## config.mk

```make
export PLATFORM = sky130hd
export DESIGN_NAME = uart_rx_ctrl
export DESIGN_NICKNAME = d
export VERILOG_FILES = /design/src/rtl/uart_rx_ctrl_pkg.sv /design/src/rtl/uart_rx_ctrl_rx_sync.sv /design/src/rtl/uart_rx_ctrl.sv
export SDC_FILE = /design/constraint.sdc
export NUM_CORES = 1
export LEC_CHECK = 0
export ABC_CLOCK_PERIOD_IN_PS = 2000
export CAP_MARGIN = 15
export CORE_MARGIN = 3
export CORE_UTILIZATION = 50
export CTS_CLUSTER_SIZE = 25
export DETAILED_ROUTE_END_ITERATION = 8
export PLACE_DENSITY = 0.72
export SYNTH_ARGS = -nofsm -noshare
export SYNTH_HDL_FRONTEND = slang
export SYNTH_SLANG_ARGS = --single-unit
export TNS_END_PERCENT = 10
```

## constraint.sdc

```tcl
create_clock -name clkin -period 2 [get_ports clkin]
set_input_delay 0.4 -clock clkin [delete_from_list [all_inputs] [get_ports clkin]]
set_output_delay 0.4 -clock clkin [all_outputs]
set_load 0.03 [all_outputs]
```

## src/rtl/uart_rx_ctrl_pkg.sv

```systemverilog
// uart_rx_ctrl_pkg: state encodings, oversampling constants and the majority-vote helper for the UART receive path.
package uart_rx_ctrl_pkg;

    typedef enum logic [2:0] {
        IDLE   = 3'd0,
        START  = 3'd1,
        DATA   = 3'd2,
        PARITY = 3'd3,
        STOP   = 3'd4,
        BREAK  = 3'd5
    } state_t;

    localparam int OVERSAMPLE = 16;
    localparam int CNT_W      = $clog2(OVERSAMPLE);

    localparam logic [CNT_W-1:0] SAMP_A      = CNT_W'(7);
    localparam logic [CNT_W-1:0] SAMP_B      = CNT_W'(8);
    localparam logic [CNT_W-1:0] SAMP_C      = CNT_W'(9);
    localparam logic [CNT_W-1:0] STOP_DECIDE = CNT_W'(9);
    localparam logic [CNT_W-1:0] BIT_END     = CNT_W'(15);

    function automatic logic maj3(input logic a, input logic b, input logic c);
        return (a & b) | (a & c) | (b & c);
    endfunction

endpackage

```

## src/rtl/uart_rx_ctrl_rx_sync.sv

```systemverilog
// rx_sync: two-flop synchronizer for an asynchronous line that idles high, so both flops reset to 1.
module rx_sync (
    input  logic clkin,
    input  logic rst_n,
    input  logic d,
    output logic q
);

    logic meta;

    always_ff @(posedge clkin or negedge rst_n) begin
        if (!rst_n) begin
            meta <= 1'b1;
            q    <= 1'b1;
        end else begin
            meta <= d;
            q    <= meta;
        end
    end

endmodule

```

## src/rtl/uart_rx_ctrl.sv

```systemverilog
// uart_rx_ctrl: 16x-oversampled UART receiver with majority-voted bits and one-cycle result pulses.
// Define UART_RX_PARITY_EN to insert a parity bit between the data bits and the stop bit.
module uart_rx_ctrl
    import uart_rx_ctrl_pkg::*;
#(
    parameter int DATA_BITS  = 8,
    parameter int PARITY_ODD = 0
) (
    input  logic                 clkin,
    input  logic                 rst_n,
    input  logic                 tick16,
    input  logic                 rxd,
    output logic [DATA_BITS-1:0] data_out,
    output logic                 data_valid,
    output logic                 frame_err,
    output logic                 parity_err,
    output logic                 busy
);

    localparam logic [2:0] LAST_BIT = 3'(DATA_BITS - 1);
`ifdef UART_RX_PARITY_EN
    localparam state_t AFTER_DATA = PARITY;
`else
    localparam state_t AFTER_DATA = STOP;
`endif

    state_t               state, state_n;
    logic [CNT_W-1:0]     cnt;
    logic [2:0]           bidx;
    logic [DATA_BITS-1:0] shreg;
    logic                 rxs, s_a, s_b, s_c, vote;
    logic                 dv_d, fe_d;

    rx_sync u_sync (
        .clkin (clkin),
        .rst_n (rst_n),
        .d     (rxd),
        .q     (rxs)
    );

    // The stop bit is decided at the third sample point, so the live sample stands in for s_c there.
    always_comb begin
        vote = maj3(s_a, s_b, (cnt == STOP_DECIDE) ? rxs : s_c);
    end

    always_ff @(posedge clkin or negedge rst_n) begin
        if (!rst_n)
            state <= IDLE;
        else
            state <= state_n;
    end

    always_comb begin
        state_n = state;
        if (tick16) begin
            case (state)
                IDLE:    state_n = rxs ? IDLE : START;
                START:   state_n = (cnt != BIT_END) ? START : (vote ? IDLE : DATA);
                DATA:    state_n = (cnt == BIT_END && bidx == LAST_BIT) ? AFTER_DATA : DATA;
`ifdef UART_RX_PARITY_EN
                PARITY:  state_n = (cnt == BIT_END) ? STOP : PARITY;
`endif
                STOP:    state_n = (cnt != STOP_DECIDE) ? STOP : (vote ? IDLE : BREAK);
                BREAK:   state_n = rxs ? IDLE : BREAK;
                default: state_n = IDLE;
            endcase
        end
    end

    always_ff @(posedge clkin or negedge rst_n) begin
        if (!rst_n) begin
            cnt   <= '0;
            bidx  <= '0;
            shreg <= '0;
            s_a   <= 1'b1;
            s_b   <= 1'b1;
            s_c   <= 1'b1;
        end else if (tick16) begin
            cnt <= (state == IDLE) ? '0 : cnt + 1'b1;
            if (cnt == SAMP_A) s_a <= rxs;
            if (cnt == SAMP_B) s_b <= rxs;
            if (cnt == SAMP_C) s_c <= rxs;
            if (state == START) bidx <= '0;
            if (state == DATA && cnt == BIT_END) begin
                shreg <= {vote, shreg[DATA_BITS-1:1]};
                bidx  <= bidx + 1'b1;
            end
        end
    end

    always_comb begin
        dv_d = tick16 && state == STOP && cnt == STOP_DECIDE && vote;
        fe_d = tick16 && state == STOP && cnt == STOP_DECIDE && !vote;
    end

    always_ff @(posedge clkin or negedge rst_n) begin
        if (!rst_n) begin
            data_out   <= '0;
            data_valid <= 1'b0;
            frame_err  <= 1'b0;
        end else begin
            data_valid <= dv_d;
            frame_err  <= fe_d;
            if (dv_d) data_out <= shreg;
        end
    end

`ifdef UART_RX_PARITY_EN
    logic par_bit;

    always_ff @(posedge clkin or negedge rst_n) begin
        if (!rst_n) begin
            par_bit    <= 1'b0;
            parity_err <= 1'b0;
        end else begin
            if (tick16 && state == PARITY && cnt == BIT_END) par_bit <= vote;
            parity_err <= dv_d && (par_bit != (^shreg ^ PARITY_ODD[0]));
        end
    end
`else
    assign parity_err = 1'b0 & PARITY_ODD[0];
`endif

    assign busy = (state != IDLE);

endmodule

```

After elaboration in Yosys (flattened, before gate mapping)
Cells that the tools add are included.
Operators by class
  $add $sub $neg: 2
  multiply operators: 0
  divide/modulo/power cells: 0
  $lt $le $gt $ge: 0
  eq/ne operators: 11
  shift operators: 0
  mux-type cells: 12
  bitwise operators: 5
  reductions and logical operators: 14
Operators with widths (number)
  2-to-1 mux 3 bit: 6
  one-hot mux 3 bit (5 select lines): 1
  == test 4 bit (second input constant): 3
  == test 3 bit (second input constant): 3
  inequality test 4 bit (second input constant): 2
  AND reduction 2 bit: 4
  logical AND 1 bit: 6
  adder 4 x 1 -> 4 bit (second input constant): 1
  == test 4 x 3 -> 1 bit (second input constant): 1
  2-to-1 mux 2 bit: 2
  2-to-1 mux 4 bit: 1
  adder 3 x 1 -> 3 bit (second input constant): 1
  AND 1 bit: 3
  == test 3 x 1 -> 1 bit (second input constant): 1
  == test 3 x 2 -> 1 bit (second input constant): 1
  zero test 3 bit: 1
  nonzero test 3 bit: 1
  2-to-1 mux 1 bit: 2
  OR 1 bit: 2
  nonzero test 2 bit: 1
  zero test 1 bit: 1
Storage, ports and cells
  register bits: 33
  latch bits: 0
  RAM bits: 0
  bits in read-only memories: 0
  input port bits: 4
  output and inout bits: 12
  logic and storage cells: 56
  memories kept: 0

Longest topological paths before layout
Gate-level depths: netlist (run 1).
  depth in word-level cells: 8
  depth in mapped cells: 6
  depth with buffers taken out: 6

Modules after synthesis
From an unflattened synthesis (run 1), not the netlist that was laid out.
Unflattened totals
  cells, all modules: 128
  area total of the unflattened synthesis: 1520.2 um^2
By module, submodules not included
  uart_rx_ctrl: instances 1, cells an instance 126, area each 1467.7 um^2, seq. area each 779.5 um^2
  rx_sync: instances 1, cells an instance 2, area each 52.6 um^2, seq. area each 52.6 um^2

Least setup slack after synthesis (run 1)
Ideal clock, no wire load.
  path kind: flip-flop to flip-flop
  start point: register cnt[1]
  end point: register data_out[0]
  library setup time: 0.125 ns
  data arrival time: 1.653 ns
  data required time: 1.875 ns
  slack: 0.223 ns
  cell stages (with the launch flop): 7
  buffers on the path: 0
  clock period less this slack: 1.777 ns
  path through: dfrtp_1 > inv_1 > ha_1 > and3b_2 > nand3_2 > nor3_4 > mux2_2
On the way
  cells in the longest elaborated chain, start to end: 6
  elaborated cells between the ends (all ways): 8
  classes of those cells: 1 x eq/ne; 1 x mux; 4 x bitwise; 2 x reduce/logical
Ends and longest elaborated chain
  start: declaration: RTL line uart_rx_ctrl.sv:28  | logic [CNT_W-1:0] cnt;
  start signal: assignment: RTL line uart_rx_ctrl.sv:79  | cnt <= (state == IDLE) ? '0 : cnt + 1'b1;
  == test 4 bit (*): RTL line uart_rx_ctrl.sv:43, uart_rx_ctrl.sv:92
  2-to-1 mux 1 bit: RTL line uart_rx_ctrl.sv:43  | vote = maj3(s_a, s_b, (cnt == STOP_DECIDE) ? rxs : s_c);
  AND 1 bit: RTL line uart_rx_ctrl_pkg.sv:23  | return (a & b) | (a & c) | (b & c);
  OR 1 bit (2 in series): RTL line uart_rx_ctrl_pkg.sv:23
  logical AND 1 bit (*): RTL line uart_rx_ctrl.sv:92  | dv_d = tick16 && state == STOP && cnt == STOP_DECIDE && vote;
  net dv_d: RTL line uart_rx_ctrl.sv:32  | logic dv_d, fe_d;
  end signal: assignment: RTL line uart_rx_ctrl.sv:104  | if (dv_d) data_out <= shreg;
  end: declaration: RTL line uart_rx_ctrl.sv:13  | output logic [DATA_BITS-1:0] data_out,
Mark *: on every way through the listed nets, which the timed path passes. The rest lies on a longest branch.
A chain may end at the register's enable or synchronous reset.

Worst setup path in the final report (run 1)
  start point: register cnt[0]
  end point: register data_out[1]
The elaborated chain is that of the path after synthesis.

==> impl_metrics.toml, run 1 <==
[logic_synthesis]
syn_inst = 124
synth_area_leader_cell = "dfrtp_1"
yosysUniqueCellTypes = 38
synth_edf_count = 0
avgSynthCellArea_um2 = 12.19
synth_seq_cells = 33
yosysMostFrequentCell = "dfrtp_1"
async_flop_share_pct = 100.0
synthTopCellsByCount = "dfrtp_1 (28), mux2_2 (16), o21ai_0 (10)"
synth_warnings = 0
seq_area_frac_synth_pct = 55.05
syn_nets = 133
synth_area_mm2 = 0.001511
synth_area_leaders = "dfrtp_1 (46%), mux2_2 (12%), dfstp_2 (8.7%), ha_1 (4.1%), o21ai_0 (3.3%)"
synth.top_cell.area_share_pct = 46.36
ys.flop_type = "dfrtp_1"

[clock_tree]
htreeDepth = 2
cts_hold_buffers = 0
cts_buffers = 5
clock_latency_ns = 0.33
cts_tree = "done"
clkSlewWorstSetupHoldPaths_ns = 0.09
cts_max_path_buffers = 2
cts.root.buffer_cell = "clkbuf_4"
numClockSinks = 33

[die]
core_area_mm2 = 0.002829
die_w_um = 60.98
rows = 19
io_pins = 16
die_h_um = 60.98
initial_core_util_pct = 53.43
dieArea_mm2 = 0.003719

[grt]
antenna_found_initial = 0
grt_use_total_pct = 16.92
grt_overflow_total = 0
grt_pass1_wl_mm = 4.478
grt_pass1_vias = 1025
grt_max_degree = 34

[worst_hold_path]
min_from = "u_sync.meta"
whs_path_depth = 0
worstHoldPathType = "flop to flop"
hold_end = "u_sync.q"

[detailed_routing]
num_vias = 1016
dr.pass1.iters = 4
drc = 0
routed_wl_mm = 2.660
avgViaCountPerCell = 5.613
drt.antenna.violating_nets = 0
routedWlPerCell_um = 14.70
drtIter0Drc = 27

[power]
vdd_drop_max_mv = 0.4978
p_leak_nw = 0.8505
p_per_area_mw_per_mm2 = 946.0

[critical_path]
critPathArrivalTime_ns = 2.15
r2r-end = "data_out[1]"
crit_slowest_cell = "dfrtp_1"
path_buf_inv = 1
reg2reg_slack_ns = 0.07
cp-end-kind = "flop"
rr_startpoint = "cnt[0]"
r2r_cells = 6
cp-start-kind = "flop"
path_cells = "ha_1 > and4b_1 > a221oi_2 > nor3_4 > buf_12 > mux2_2"
critPathKind = "flop to flop"
crit_path_max_incr_delay_ns = 0.42
critPathMaxFanout = 9
critPathRequiredTime_ns = 2.22
critPathTopFamily = "flip-flops"

[sta]
finalSetupViolCount = 0
finalHoldViolations = 0
fin_crit_sh_pct = 96.61
fmax_mhz = 517.6
fin_skew_ns = 0.008168
hold_ws_ns = 0.3619
rsz0062_at_grt = "yes"
slew_viol_final = 0
period_minus_slack_ns = 1.932

[layout]
utilization_pct = 64.71
drive_gt1_share_pct = 29.33
diodes = 0
n_fill_cell = 231
multiInputGateArea_um2 = 636.9
nNetsFinal = 158
area_growth_pct = 21.11
ff_latch_area_um2 = 832.0

[placement]
portBuffers = 14
gp_congestion = 0.7969
hpwlAfterDp_mm = 1.873

[flow_run]
cap_viol_max_count = 0

[outcome]
outcome = "finished, final reports clean"
[flip-flops by register name (all words and copies together), names as in the netlist]
signal       count
u_sync.q         1
data_valid       1
bidx             3
shreg            8
cnt              4
data_out         8
state            3
frame_err        1
s_a              1
s_b              1
s_c              1
u_sync.meta      1
[routing by layer]
layer	global-route usage [%]	share of wire (%)	vias up
met2	26.87	48	17
met3	4.468	3.8	4
met5	0	0	-
li1	-	-	495
met1	20.54	47	500
met4	10.22	1.5	0
[cell usage in the layout (no fill, tap or decap), types with 2 or more instances in the layout]
cell type,count
buf_4,7
clkbuf_4,5
clkdlybuf4s50_1,13
dfrtp_1,28
dfstp_2,5
ha_1,5
inv_1,7
mux2_2,16
mux2i_1,2
nand2_1,9
nand3_1,7
nand4b_1,2
nor2_1,4
o21ai_0,10
o31ai_1,2
[worst max path at each step]
stage / startpoint / to / slack, ns / depth (start not counted)
CTS: state[0] / busy / 0.04 / 3
global placement: tick16 / bidx[1] / 0.02 / 5
detailed placement: tick16 / bidx[1] / -0.06 / 5
finish: cnt[0] / data_out[1] / 0.07 / 6
global route: cnt[1] / data_out[0] / -0.04 / 7
floorplan: cnt[1] / data_out[0] / 0.22 / 6
[layout make-up]
| class | count | share of cell area [%] |
|---|---|---|
| sequential | 33 | 45.45 |
| multi-input combinational | 80 | 34.79 |
| timing repair buffer | 22 | 11.55 |
| clock buffer | 7 | 3.008 |
| tap | 31 | 2.119 |
| clock inverter | 1 | 1.640 |
| inverter | 7 | 1.435 |
[logic make-up (layout without fill, tap and decap cells)]
family          count (synthesis)  in the layout  share of synthesized area [%]
fa+ha+maj                       6              6                          4.801
buf+inv                        11             37                          3.146
simple gates                   35             35                          14.40
flops                          33             33                          55.05
other cells                     1              1                         0.2481
mux                            18             18                          13.24
compound gates                 20             20                          9.106
[power breakdown]
| part | switching [mW] | total [mW] | internal [mW] |
|---|---|---|---|
| Clock | 0.221 | 0.520 | 0.298 |
| Sequential | 0.106 | 0.866 | 0.760 |
| Combinational | 0.192 | 0.346 | 0.155 |
| Total | 0.519 | 1.73 | 1.21 |
[worst register-to-register path, delay by kind of cell, from the launching register on]
family | cells | cell delay [ns]
DFF | 1 | 0.42
and+or+nand+nor | 2 | 0.33
adders and majority gates | 1 | 0.25
buffers and inverters | 1 | 0.15
AOI/OAI and AO/OA | 1 | 0.41
muxes | 1 | 0.27
[per-stage QoR]
| stage | power [mW] | instances | TNS [ns] | instance area, µm² | worst slack, ns |
|---|---|---|---|---|---|
| global route | 1.847 | 181 | -0.2559 | 1831 | -0.04234 |
| detailed placement | 1.224 | 173 | -0.1162 | 1742 | -0.05697 |
| floorplan | 1.115 | 124 | 0 | 1511 | 0.2228 |
| CTS | 1.747 | 181 | 0 | 1826 | 0.04350 |
| global placement | 1.205 | 173 | 0 | 1742 | 0.01952 |
| finish | 1.732 | 181 | 0 | 1831 | 0.06783 |
[timing repair]
item                                    CTS  global route
resized for setup                         1             1
endpoints found under the setup margin    1            10
buffers inserted                          0             0
cloned                                    0             0
No activity file was read; power rests on OpenSTA's default activity.
==> inputs of run 2 (changes only) <==
--- a/config.mk
+++ b/config.mk
@@ -7,11 +7,11 @@
 export LEC_CHECK = 0
 export ABC_CLOCK_PERIOD_IN_PS = 2000
 export CAP_MARGIN = 15
+export CORE_ASPECT_RATIO = 0.6
 export CORE_MARGIN = 3
-export CORE_UTILIZATION = 50
+export CORE_UTILIZATION = 25
 export CTS_CLUSTER_SIZE = 25
 export DETAILED_ROUTE_END_ITERATION = 8
-export PLACE_DENSITY = 0.72
 export SYNTH_ARGS = -nofsm -noshare
 export SYNTH_HDL_FRONTEND = slang
 export SYNTH_SLANG_ARGS = --single-unit
==> run 2 against run 1 <==
Net effect:
- flip-flop and latch count unchanged
- wire length increased by 9.2%
- final area increased by 8.0%
- largest cell class unchanged
- largest power group unchanged
==> impl_metrics.toml, run 2 (synthesis results as in run 1) <==
[worst_hold_path]
whs_path_depth = 0
worstHoldPathType = "flop to flop"

[sta]
slew_viol_final = 0
fin_skew_ns = 0.006296
finalSetupViolCount = 0
fmax_mhz = 525.6
period_minus_slack_ns = 1.903
fin_crit_sh_pct = 95.13
finalHoldViolations = 0
rsz0062_at_grt = "no"

[detailed_routing]
drtIter0Drc = 93
drt.antenna.violating_nets = 0
dr.pass1.iters = 4
avgViaCountPerCell = 4.414
routed_wl_mm = 2.905
routedWlPerCell_um = 12.52
num_vias = 1024
drc = 0

[grt]
grt_overflow_total = 0
grt_pass1_vias = 973
antenna_found_initial = 0
grt_max_degree = 34
grt_use_total_pct = 9.490
grt_pass1_wl_mm = 5.092

[layout]
n_fill_cell = 586
reg_top3 = "data_out x8, shreg x8, cnt x4"
diodes = 0
final_cells = 232
area_growth_pct = 30.79
utilization_pct = 34.67
multiInputGateArea_um2 = 654.4
final_common_cell = "dfrtp_1"
nNetsFinal = 160
final_cell_mix = "dfrtp_1 (28), mux2_2 (16), clkdlybuf4s50_1 (13)"
drive_gt1_share_pct = 31.58
ff_latch_area_um2 = 832.0

[clock_tree]
cts_max_path_buffers = 2
numClockSinks = 33
htreeDepth = 2
cts.root.buffer_cell = "clkbuf_8"
clock_latency_ns = 0.28
cts_buffers = 5
cts_setup_buffers = 0
cts_tree = "done"
clkSlewWorstSetupHoldPaths_ns = 0.07

[critical_path]
critPathMaxFanout = 8
path_cells = "nor3_1 > inv_1 > dlygate4sd2_1"
cp-end-kind = "primary output"
crit_path_max_incr_delay_ns = 0.47
cp-start-kind = "flop"
critPathArrivalTime_ns = 1.50
critPathRequiredTime_ns = 1.60
critPathKind = "flop to primary output"
crit_slowest_cell = "dfrtp_1"
r2r_cells = 7

[power]
intPower_mw = 1.450
power_frac_clock_pct = 37.4
power_frac_comb_pct = 19.5
p_sw_share_pct = 28.42
switchingPower_mw = 0.5757
p_leak_nw = 0.8828
p_per_area_mw_per_mm2 = 1025
seqPwrFrac_pct = 43.1
vdd_drop_max_mv = 0.3279

[die]
io_pins = 16
core_area_mm2 = 0.005702
die_w_um = 106.4
dieArea_mm2 = 0.007046
rows = 21
die_h_um = 66.23
initial_core_util_pct = 26.51

[placement]
portBuffers = 14
gp_congestion = 0.7988
dpl.cell_count = 224
hpwlAfterDp_mm = 2.105

[flow_run]
cap_viol_max_count = 0

[outcome]
outcome = "finished, final reports clean"
[run 2: power by group through the flow]
stage                     Sequential [mW]  Clock [mW]  Combinational (mW)
final                               0.874       0.757               0.395
after global routing                0.891       0.816               0.443
after CTS                           0.857       0.778               0.379
after detailed placement            0.870           0               0.382
after global placement              0.872           0               0.371
after floorplan                     0.836           0               0.279
[run 2: stage by stage]
| step | cell area, µm² | setup slack [ns] | hold WS (ns) | setup TNS, ns | power [mW] |
|---|---|---|---|---|---|
| final | 1977 | 0.09739 | 0.3572 | 0 | 2.026 |
| after global routing | 1977 | 0.001624 | 0.3664 | 0 | 2.150 |
| after CTS | 1954 | 0.07022 | 0.3572 | 0 | 2.015 |
| after detailed placement | 1818 | -0.02834 | 0.3468 | -0.07993 | 1.252 |
| after global placement | 1818 | 0.003425 | 0.3469 | 0 | 1.243 |
| after floorplan | 1511 | 0.2228 | 0.1044 | 0 | 1.115 |
[run 2: what timing repair did]
item                                    4_1_cts  5_1_grt
resized for setup                             1        4
endpoints found under the setup margin        1        9
pin swaps                                     0        1
hold buffers                                  0        0
[run 2: final cells by class]
cell class | count | area share (%)
Multi-Input combinational cell | 80 | 33.10
Clock inverter | 3 | 3.481
Tap cell | 80 | 5.063
Inverter | 7 | 1.329
Clock buffer | 5 | 3.481
Timing Repair Buffer | 24 | 11.46
Sequential cell | 33 | 42.09
[run 2: worst paths after layout]
kind	from	slack [ns]	end
max	state[1]	0.1	busy
min	u_sync.meta	0.36	u_sync.q
max reg2reg	cnt[1]	0.1	data_out[7]
min reg2reg	u_sync.meta	0.36	u_sync.q
max in group asynchronous	rst_n	1.15	u_sync.q
min in group asynchronous	rst_n	0.52	cnt[0]
[run 2: critical path: cells and delay by family (launching register included)]
family                 cells  cell delay (ns)
buffers and inverters      2             0.45
flip-flops                 1             0.47
AND/OR/NAND/NOR            1             0.31
[run 2: metal layers]
layer / GRT usage (%) / routed length [µm] / up-vias
li1: - / - / 504
met1: 14.06 / 1567 / 486
met2: 12.15 / 1113 / 28
met3: 3.024 / 171 / 6
met4: 4.362 / 53 / 0
met5: 0 / 0 / -
==> inputs of run 3 (changes only) <==
--- a/config.mk
+++ b/config.mk
@@ -5,13 +5,14 @@
 export SDC_FILE = /design/constraint.sdc
 export NUM_CORES = 1
 export LEC_CHECK = 0
-export ABC_CLOCK_PERIOD_IN_PS = 2000
 export CAP_MARGIN = 15
 export CORE_ASPECT_RATIO = 0.6
 export CORE_MARGIN = 3
 export CORE_UTILIZATION = 25
+export CTS_CLUSTER_DIAMETER = 120
 export CTS_CLUSTER_SIZE = 25
 export DETAILED_ROUTE_END_ITERATION = 8
+export GPL_TIMING_DRIVEN = 0
 export SYNTH_ARGS = -nofsm -noshare
 export SYNTH_HDL_FRONTEND = slang
 export SYNTH_SLANG_ARGS = --single-unit
==> run 3 against run 2 <==
Net effect:
- first-iteration DRC count down 22%
- final area is 4.4% lower
- highest routed layer unchanged
- largest cell class unchanged
- wire length fell by 7.0%
- critical path type unchanged
==> impl_metrics.toml, run 3 (synthesis results as in run 1) <==
[sta]
fin_skew_ns = 0.003633
fmax_mhz = 531.0
slew_viol_final = 0
rsz0062_at_grt = "yes"
relSlewSlack_pct = 51.48
fin_crit_sh_pct = 94.17
hold_ws_ns = 0.1693
finalSetupViolCount = 0
finalHoldViolations = 0
worstMarginPinSlew_ns = 0.7278
period_minus_slack_ns = 1.883
fin_ws_ns = 0.1167

[detailed_routing]
drt.antenna.violating_nets = 0
dr.pass1.iters = 4
drc = 0
wl_met3_um = 100
wl_met1_mm = 1.482
drtIter0Drc = 73
routedWlPerCell_um = 11.91
num_vias = 987
routed_wl_mm = 2.703
avgViaCountPerCell = 4.348
maxUsedRoutingLayer = "met4"
dr_wl_met2_mm = 1.052

[die]
initial_core_util_pct = 26.51
rows = 21
dieArea_mm2 = 0.007046
io_pins = 16
die_w_um = 106.4
core_area_mm2 = 0.005702
die_h_um = 66.23

[clock_tree]
numClockSinks = 33
clkSlewWorstSetupHoldPaths_ns = 0.07
clock_latency_ns = 0.28
cts_max_path_buffers = 2
cts_buffers = 5
cts_tree = "done"
cts.root.buffer_cell = "clkbuf_8"
htreeDepth = 2
cts_hold_buffers = 0

[layout]
diodes = 0
ff_latch_area_um2 = 832.0
drive_gt1_share_pct = 28.57
fin_area_mm2 = 0.001889
area_growth_pct = 25.00
multiInputGateArea_um2 = 639.4
final_common_cell = "dfrtp_1"
n_fill_cell = 586
final_cell_mix = "dfrtp_1 (28), mux2_2 (16), clkdlybuf4s50_1 (12)"
utilization_pct = 33.14
nNetsFinal = 155
reg_top3 = "data_out x8, shreg x8, cnt x4"

[critical_path]
critPathArrivalTime_ns = 1.48
critPathRequiredTime_ns = 1.60
critPathTopFamily = "buffers and inverters"
cp-end-kind = "primary output"
cp-start-kind = "flop"
path_cells = "nor3_2 > inv_1 > dlygate4sd2_1"
crit_path_max_incr_delay_ns = 0.47
crit_slowest_cell = "dfrtp_1"
path_buf_inv = 2
reg2reg_slack_ns = 0.12
critPathKind = "flop to primary output"
critPathMaxFanout = 8

[placement]
pre_cts_ws_ns = -0.1493
gp_congestion = 0.7422
portBuffers = 14
dpl-instance-area_mm2 = 0.001747
hpwlAfterDp_mm = 1.903

[flow_run]
cap_viol_max_count = 0

[grt]
grt_pass1_wl_mm = 4.685
grt_use_total_pct = 8.707
antenna_found_initial = 0
grt_overflow_total = 0
grt_pass1_vias = 929
grt_max_degree = 34

[power]
p_per_area_mw_per_mm2 = 980.8
vdd_drop_max_mv = 0.4219
p_leak_nw = 0.8431

[outcome]
outcome = "finished, final reports clean"

[worst_hold_path]
worstHoldPathType = "input pin to asynchronous set/reset pin"
==> run 3: power by group <==
| part | switching (mW) | internal, mW | total (mW) | leakage (nW) |
|---|---|---|---|---|
| combinational | 0.209 | 0.152 | 0.361 | 0.352 |
| sequential | 0.0890 | 0.761 | 0.850 | 0.433 |
| clock | 0.236 | 0.406 | 0.642 | 0.0585 |
==> run 3: layout make-up <==
cell class,count,area share [%]
Inverter,7,1.391
Clock buffer,7,4.570
Tap cell,80,5.298
Multi-Input combinational cell,80,33.84
Clock inverter,1,1.589
Buffer,4,1.126
Timing Repair Buffer,15,8.146
Sequential cell,33,44.04
==> run 3: final timing paths <==
check,start,endpoint,cells past startpoint
worst max-delay path,state[1],busy,3
worst min-delay path,rst_n,cnt[0],1
worst max register to register,cnt[1],data_out[5],7
worst min register to register,u_sync.meta,u_sync.q,0
max in group asynchronous,rst_n,data_out[0],1
min in group clkin,u_sync.meta,u_sync.q,0
==> run 3: repair_timing <==
action,CTS,global route
cloned,0,0
pin swaps,0,1
endpoints found under the setup margin,9,10
hold endpoints to repair,0,0
resized for setup,2,1
setup buffers,0,1
==> run 3: layer usage <==
layer	global-route usage (%)	up-vias
met3	2.341	6
met4	5.331	0
met2	10.57	26
met1	13.11	465
li1	-	490
met5	0	-
==> run 3: metrics by stage <==
step,std cells,setup TNS [ns],power [mW]
after floorplan,124,0,1.115
after global placement,218,-6.570,1.218
after detailed placement,218,-1.616,1.223
after CTS,226,-0.2432,1.875
after global routing,227,-0.1196,1.975
final,227,0,1.853
